File: src/rtl/demux1_16_scatter.sv
// Scatters 16 consecutive input words into 16 registered lanes and then holds the frame until acked.
// Latency: an accepted word is visible on its lane 1 cycle after the accepting edge.
// Backpressure: in_ready drops in HOLD and while flush is high. Optional frame counter: SCATTER_FRAME_CNT_EN.
module demux1_16_scatter #(
    parameter int WIDTH = 16
) (
    input  logic             clk,
    input  logic             rst,
    input  logic [WIDTH-1:0] in_data,
    input  logic             in_valid,
    output logic             in_ready,
    input  logic             flush,
    output logic             frame_valid,
    input  logic             frame_ack,
    output logic [7:0]       wr_index,
`ifdef SCATTER_FRAME_CNT_EN
    output logic [7:0]       frame_cnt,
`endif
    output logic [WIDTH-1:0] out_00,
    output logic [WIDTH-1:0] out_01,
    output logic [WIDTH-1:0] out_02,
    output logic [WIDTH-1:0] out_03,
    output logic [WIDTH-1:0] out_04,
    output logic [WIDTH-1:0] out_05,
    output logic [WIDTH-1:0] out_06,
    output logic [WIDTH-1:0] out_07,
    output logic [WIDTH-1:0] out_08,
    output logic [WIDTH-1:0] out_09,
    output logic [WIDTH-1:0] out_10,
    output logic [WIDTH-1:0] out_11,
    output logic [WIDTH-1:0] out_12,
    output logic [WIDTH-1:0] out_13,
    output logic [WIDTH-1:0] out_14,
    output logic [WIDTH-1:0] out_15
);

    typedef enum logic {FILL, HOLD} state_t;

    state_t           state, state_nxt;
    logic [3:0]       idx, idx_nxt;
    logic [WIDTH-1:0] lane [16];
    logic             accept;

    always_comb begin
        in_ready  = (state == FILL) && !flush;
        accept    = in_valid && in_ready;
        state_nxt = state;
        idx_nxt   = idx;
        case (state)
            FILL: begin
                // flush wins over in_valid: nothing is written on a flush cycle
                if (flush) begin
                    idx_nxt = 4'd0;
                end else if (in_valid) begin
                    idx_nxt = idx + 4'd1;
                    if (idx == 4'd15) state_nxt = HOLD;
                end
            end
            HOLD: begin
                if (frame_ack) state_nxt = FILL;
            end
            default: state_nxt = FILL;
        endcase
    end

    always_ff @(posedge clk) begin
        if (rst) begin
            state <= FILL;
            idx   <= 4'd0;
            for (int i = 0; i < 16; i++) lane[i] <= '0;
        end else begin
            state <= state_nxt;
            idx   <= idx_nxt;
            if (accept) lane[idx] <= in_data;
        end
    end

`ifdef SCATTER_FRAME_CNT_EN
    always_ff @(posedge clk) begin
        if (rst) begin
            frame_cnt <= 8'd0;
        end else if (state == FILL && state_nxt == HOLD) begin
            frame_cnt <= frame_cnt + 8'd1;
        end
    end
`endif

    assign frame_valid = (state == HOLD);
    assign wr_index    = {4'b0000, idx};

    assign out_00 = lane[0];
    assign out_01 = lane[1];
    assign out_02 = lane[2];
    assign out_03 = lane[3];
    assign out_04 = lane[4];
    assign out_05 = lane[5];
    assign out_06 = lane[6];
    assign out_07 = lane[7];
    assign out_08 = lane[8];
    assign out_09 = lane[9];
    assign out_10 = lane[10];
    assign out_11 = lane[11];
    assign out_12 = lane[12];
    assign out_13 = lane[13];
    assign out_14 = lane[14];
    assign out_15 = lane[15];

endmodule
File: config.mk
export PLATFORM = sky130hd
export DESIGN_NAME = demux1_16_scatter
export DESIGN_NICKNAME = d
export VERILOG_FILES = /design/src/rtl/demux1_16_scatter.sv
export SDC_FILE = /design/constraint.sdc
export NUM_CORES = 1
export LEC_CHECK = 0
export ABC_AREA = 1
export ABC_CLOCK_PERIOD_IN_PS = 3000
export BUFFER_PORTS_ARGS = -buffer_cell sky130_fd_sc_hd__clkbuf_2
export CAP_MARGIN = 20
export CORE_UTILIZATION = 52
export CTS_CLUSTER_DIAMETER = 60
export DETAILED_ROUTE_END_ITERATION = 8
export GPL_TIMING_DRIVEN = 1
export PLACE_DENSITY_LB_ADDON = 0.15
export SYNTH_ARGS = -nofsm -noshare
export SYNTH_HDL_FRONTEND = slang
export SYNTH_SLANG_ARGS = --single-unit
File: constraint.sdc
create_clock -name clk -period 3 [get_ports clk]
set_input_delay 0.15 -clock clk [delete_from_list [all_inputs] [get_ports clk]]
set_output_delay 0.15 -clock clk [all_outputs]
set_load 0.005 [all_outputs]
==> flow_metrics.py, run 1 <==
metrics = {
    "clock_network": {
        "cts-root-buf": "clkbuf_16",
        "cts_tree": "built",
        "max-clock-path-buffers": 3,
        "htreeDepth": 1,
        "post_cts_buffers": 0,
        "cts.sinks": 261,
        "clk_pin_slew_ns": 0.06,
        "cts_buffers": 25,
        "ctsResizeCount": 0,
        "clk_latency_ns": 0.52,
    },
    "critical_path": {
        "timing.reg2reg.setup_slack_ns": 0.74,
        "cp-start-kind": "flip-flop",
        "cp_max_fo": 34,
        "critPathArrivalTime_ns": 2.48,
        "path_class": "flip-flop to flip-flop",
        "r2r_cells": 5,
        "worstSetupEndpointType": "flip-flop",
        "r2r_start": "idx[2]",
        "cp_data_required_time_ns": 3.22,
        "r2r_end": "lane[6][7]",
    },
    "final_layout": {
        "final_cell_mix": "clkbuf_2 (282), edfxtp_1 (256), nor3_1 (249), buf_4 (26), clkbuf_16 (25)",
        "diodes": 0,
        "drive_gt1_share_pct": 38.3,
        "syn_to_final_growth_pct": 24.7,
        "nets": 973,
        "final_common_cell": "clkbuf_2",
    },
    "route": {
        "drc": 0,
        "viasPerCell": 5.74,
        "vias": 6890,
        "routed_wl_um": 27900,
        "post_drt_wl_per_cell_um": 23.3,
        "drtIter0Drc": 772,
        "drt_pass1_iterations": 5,
        "ant_nets": 0,
    },
    "worst_hold_path": {
        "hold_path.class": "input pin to flip-flop",
        "hold_start": "in_valid",
        "whs_endpoint": "idx[1]",
        "hold_depth": 5,
    },
    "timing": {
        "min_period_ns": 2.26,
        "timing.setup.tns_ns": 0,
        "grt_setup_unrepaired": "no",
        "hold_viol": 0,
        "fmax_mhz": 442,
        "post-route-period-util_pct": 75.4,
        "max_slew_margin_pct": 24.7,
        "worst_clock_skew_ns": 0.00734,
        "worst_pin_slew_ns": 1.13,
        "slew_violations": 0,
        "finalSetupViolCount": 0,
        "fin_ws_ns": 0.737,
    },
    "power": {
        "seqPwrFrac_pct": 53.4,
        "p_sw_share_pct": 21.3,
        "leakagePower_nw": 4.76,
        "powerDensity_nw_per_um2": 633,
        "comb_power_share_pct": 5.5,
        "pwr-share-clk_pct": 41.0,
        "power_switching_w": 0.00166,
        "intPower_w": 0.00615,
        "ir_drop_mv": 0.466,
    },
    "global_routing": {
        "grt_max_degree": 117,
        "grt_pass1_vias": 6602,
        "grt-ovfl-total": 0,
        "grt_use_total_pct": 28.7,
        "antenna_found_initial": 0,
        "grt_pass1_wl_um": 41100,
    },
    "yosys": {
        "syn_avg_cell_area_um2": 14.6,
        "synth.ff_latch_count": 261,
        "syn_inst": 679,
        "yosysSeqAreaShare_pct": 78.6,
        "synth_warnings": 0,
        "ys_types": 22,
        "synth_area_um2": 9900,
    },
    "placement": {
        "port_buffers": 282,
        "dp_hpwl_um": 17700,
        "gp_congestion": 0.862,
        "dp_slack_ns": 0.799,
    },
    "die": {
        "die_area_um2": 19600,
        "core_um2": 18700,
        "io_pins": 287,
        "die_x_um": 140,
        "start_util_pct": 52.9,
        "die_h_um": 140,
        "rows": 50,
    },
    "job": {
        "maxCapViolCount": 0,
    },
    "outcome": {
        "status": "finished clean",
    },
}
per-stage QoR:
stage / utilization (%) / std cells / area, um^2 / hold slack (ns) / power (W)
floorplan: - / 682 / 9910 / 0.219 / 0.00442
global placement: 61.4 / 1153 / 11500 / 0.359 / 0.00467
detailed placement: 61.4 / 1153 / 11500 / 0.379 / 0.00468
CTS: 66.0 / 1201 / 12300 / 0.0384 / 0.00783
global route: 66.0 / 1201 / 12300 / 0.0674 / 0.00800
finish: 66.0 / 1201 / 12300 / 0.0475 / 0.00781
state kept, by name, indices dropped and copies added, names as in the netlist:
register     cells
idx              4
frame_valid      1
lane           256
worst max-delay path, stage by stage, from the launching register on:
cell     delay (ns)
dfxtp_1        0.52
inv_1          0.07
nor2_1         0.24
inv_2          0.29
o21ai_1        0.54
buf_4          0.29
cells in the mapped netlist, drive strengths merged:
cell | number | area (um^2)
a21oi | 2 | 10.0
buf | 37 | 216
clkbuf | 34 | 128
conb | 1 | 3.75
dfxtp | 5 | 100
edfxtp | 256 | 7690
ha | 4 | 50.1
inv | 28 | 105
nand2 | 21 | 104
nand3 | 3 | 15.0
nand4 | 3 | 18.8
nor2 | 9 | 41.3
nor3 | 257 | 1330
o21ai | 18 | 90.1
o21bai | 1 | 7.51
logic make-up (layout without fill, tap and decap cells):
group                      after synthesis  in the layout  synth area share (%)
AOI/OAI and AO/OA                       21             21                  1.09
adders and majority gates                4              4                 0.505
buffers and inverters                   99            384                  4.54
DFF                                    261            261                  78.6
other                                    1              4                0.0379
and+or+nand+nor                        293            293                  15.2
how the worst max path moves through the flow:
| stage | start | end | slack [ns] |
|---|---|---|---|
| finish | idx[2] | lane[6][7] | 0.74 |
| global route | idx[2] | lane[6][5] | 0.49 |
| CTS | idx[2] | lane[6][8] | 0.76 |
| detailed placement | idx[2] | lane[6][9] | 0.80 |
| global placement | idx[2] | lane[6][12] | 0.88 |
| floorplan | idx[0] | lane[15][0] | 0.35 |
layer usage:
| metal | routed length [um] | GRT usage (%) |
|---|---|---|
| met4 | 723 | 9.08 |
| met1 | 10700 | 38.1 |
| met2 | 13800 | 47.8 |
| met3 | 2670 | 5.91 |
| met5 | 0 | 0 |
area by class of cell:
cell class                 instances  area (um^2)
inverter                          28          105
tap                              234          293
timing repair buffer             310         1630
multi-input combinational        322         1690
clock buffer                      40          762
clock inverter                     6         83.8
fill                            1410         6360
sequential                       261         7790
repair_timing:
item                                    CTS  global route
endpoints found under the setup margin    0             0
hold buffers                              2             0
hold endpoints to repair                  2             0
power groups by stage:
| stage | clock [W] | combinational (W) | sequential (W) |
|---|---|---|---|
| finish | 0.00321 | 0.000433 | 0.00417 |
| global route | 0.00336 | 0.000466 | 0.00418 |
| CTS | 0.00322 | 0.000433 | 0.00417 |
| detailed placement | 0 | 0.000429 | 0.00425 |
| global placement | 0 | 0.000421 | 0.00425 |
| floorplan | 0 | 0.000162 | 0.00425 |
No activity file was read; power rests on OpenSTA's default activity.
==> inputs of run 2 (changes only) <==
ABC_CLOCK_PERIOD_IN_PS = 2200   (was 3000)
clock period = 2.2 ns   (was 3 ns; I/O delays follow)
==> run 2 against run 1 <==
  * Global-route usage shrank 0.050 points
  * Sequential power is 36% higher
  * Hold slack gained 0.021 ns
  * Combinational power rose by 44%
  * Clock skew grew 0.0010 ns
  * Cell count is 2.2% higher
  * Worst setup slack worse by 0.41 ns
  * Maximum frequency is 21% higher
==> flow_metrics.py, run 2 (synthesis gave the netlist of run 1 again) <==
metrics = {
    "die": {
        "die_x_um": 140,
        "die_h_um": 140,
        "io_pins": 287,
        "start_util_pct": 52.9,
        "die_area_um2": 19600,
        "core_um2": 18700,
        "rows": 50,
    },
    "critical_path": {
        "cp_top_family": "buffers and inverters",
        "path_common_cell": "nor2_1",
        "r2r_cells": 6,
        "slowest_delay_ns": 0.56,
        "slowest_stage": "dlygate4sd3_1",
        "critPathArrivalTime_ns": 2.33,
        "cp_max_fo": 7,
        "worstSetupEndpointType": "flip-flop",
        "cp-start-kind": "flip-flop",
        "cp_num_buf_inv": 1,
        "path_class": "flip-flop to flip-flop",
        "cp_data_required_time_ns": 2.66,
        "cp_num_cells": 6,
        "critical_path.cell_chain": "ha_1, nor2_1, nor2_1, nand2_1, a21oi_1, dlygate4sd3_1",
    },
    "placement": {
        "gp_congestion": 0.845,
        "port_buffers": 282,
        "dp_slack_ns": 0.376,
        "dp_hpwl_um": 17500,
    },
    "timing": {
        "fmax_mhz": 534,
        "post-route-period-util_pct": 85.1,
        "max_slew_margin_pct": 43.8,
        "worst_pin_slew_ns": 0.842,
        "finalSetupViolCount": 0,
        "grt_setup_unrepaired": "no",
        "min_period_ns": 1.87,
        "fin_hold_ws_ns": 0.0682,
        "slew_violations": 0,
        "hold_viol": 0,
        "fin_ws_ns": 0.328,
        "worst_clock_skew_ns": 0.00839,
    },
    "outcome": {
        "status": "finished clean",
    },
    "route": {
        "vias": 6964,
        "drt_pass1_iterations": 5,
        "ant_nets": 0,
        "dr.max_layer_used": "met4",
        "met2_length_um": 13900,
        "met1_length_um": 10600,
        "routed_wl_um": 27800,
        "post_drt_wl_per_cell_um": 22.6,
        "drc": 0,
        "wl_met3_um": 2680,
        "drtIter0Drc": 697,
        "viasPerCell": 5.68,
    },
    "worst_hold_path": {
        "hold_depth": 6,
        "hold_path.class": "input pin to flip-flop",
    },
    "final_layout": {
        "diodes": 0,
        "ff_latch_area_um2": 7790,
        "syn_to_final_growth_pct": 26.9,
        "largest_reg_flops": 256,
        "final_cell_mix": "clkbuf_2 (282), edfxtp_1 (256), nor3_1 (249), buf_4 (49), clkbuf_16 (27)",
        "fill_cells": 1383,
        "nets": 1001,
        "regMostFlops": "lane",
        "multi_input_area_um2": 1700,
        "final_common_cell": "clkbuf_2",
        "drive_gt1_share_pct": 40.0,
    },
    "clock_network": {
        "max-clock-path-buffers": 3,
        "clk_latency_ns": 0.52,
        "htreeDepth": 1,
        "ctsResizeCount": 0,
        "cts_tree": "built",
        "cts.sinks": 261,
        "post_cts_buffers": 0,
        "cts_buffers": 27,
        "clk_pin_slew_ns": 0.06,
        "cts-root-buf": "clkbuf_16",
    },
    "global_routing": {
        "antenna_found_initial": 0,
        "grt_pass1_wl_um": 41300,
        "grt_use_total_pct": 28.7,
        "grt-ovfl-total": 0,
        "grt_pass1_vias": 6851,
        "grt_max_degree": 66,
    },
    "power": {
        "finalPower_w": 0.0107,
        "powerDensity_nw_per_um2": 849,
        "ir_drop_mv": 0.646,
        "leakagePower_nw": 4.90,
    },
    "job": {
        "maxCapViolCount": 0,
    },
}
run 2: through the flow:
stage | cells | area, um^2 | TNS (ns) | utilization, %
2_1_floorplan | 682 | 9930 | -17.59 | -
3_3_place_gp | 1177 | 11700 | 0 | 62.5
3_5_place_dp | 1177 | 11700 | 0 | 62.5
4_1_cts | 1227 | 12600 | 0 | 67.2
5_1_grt | 1227 | 12600 | 0 | 67.2
6_report | 1227 | 12600 | 0 | 67.2
run 2: final cells by class:
type	count	area share (%)
inverter	28	0.836
clock buffer	32	5.53
tap	234	2.33
timing repair buffer	336	14.6
multi-input combinational	322	13.5
sequential	261	62.0
clock inverter	14	1.16
run 2: power breakdown:
part	switching (W)	internal [W]
Combinational	0.000431	0.000192
Sequential	0.0000700	0.00562
Clock	0.00177	0.00259
run 2: timing repair:
action / CTS / global route
endpoints found under the hold margin: 3 / 0
hold buffers: 4 / 0
endpoints found under the setup margin: 0 / 0
run 2: final timing paths:
| path | slack [ns] | endpoint | startpoint |
|---|---|---|---|
| setup / recovery | 0.33 | idx[2] | idx[1] |
| hold / removal | 0.07 | idx[1] | flush |
| setup reg to reg | 0.33 | idx[2] | idx[1] |
| hold reg to reg | 0.58 | idx[0] | idx[0] |
run 2: worst min-delay path, stage by stage:
cell	delay (ns)
clkbuf_2	0.11
inv_1	0.04
nand2_1	0.10
nor2_4	0.07
nand3_1	0.06
nand2_1	0.04
run 2: routing by layer:
| metal | vias to the layer above | track usage (%) |
|---|---|---|
| li1 | 3118 | - |
| met1 | 3387 | 36.9 |
| met2 | 414 | 48.5 |
| met3 | 45 | 6.74 |
| met4 | 0 | 8.73 |
| met5 | - | 0 |
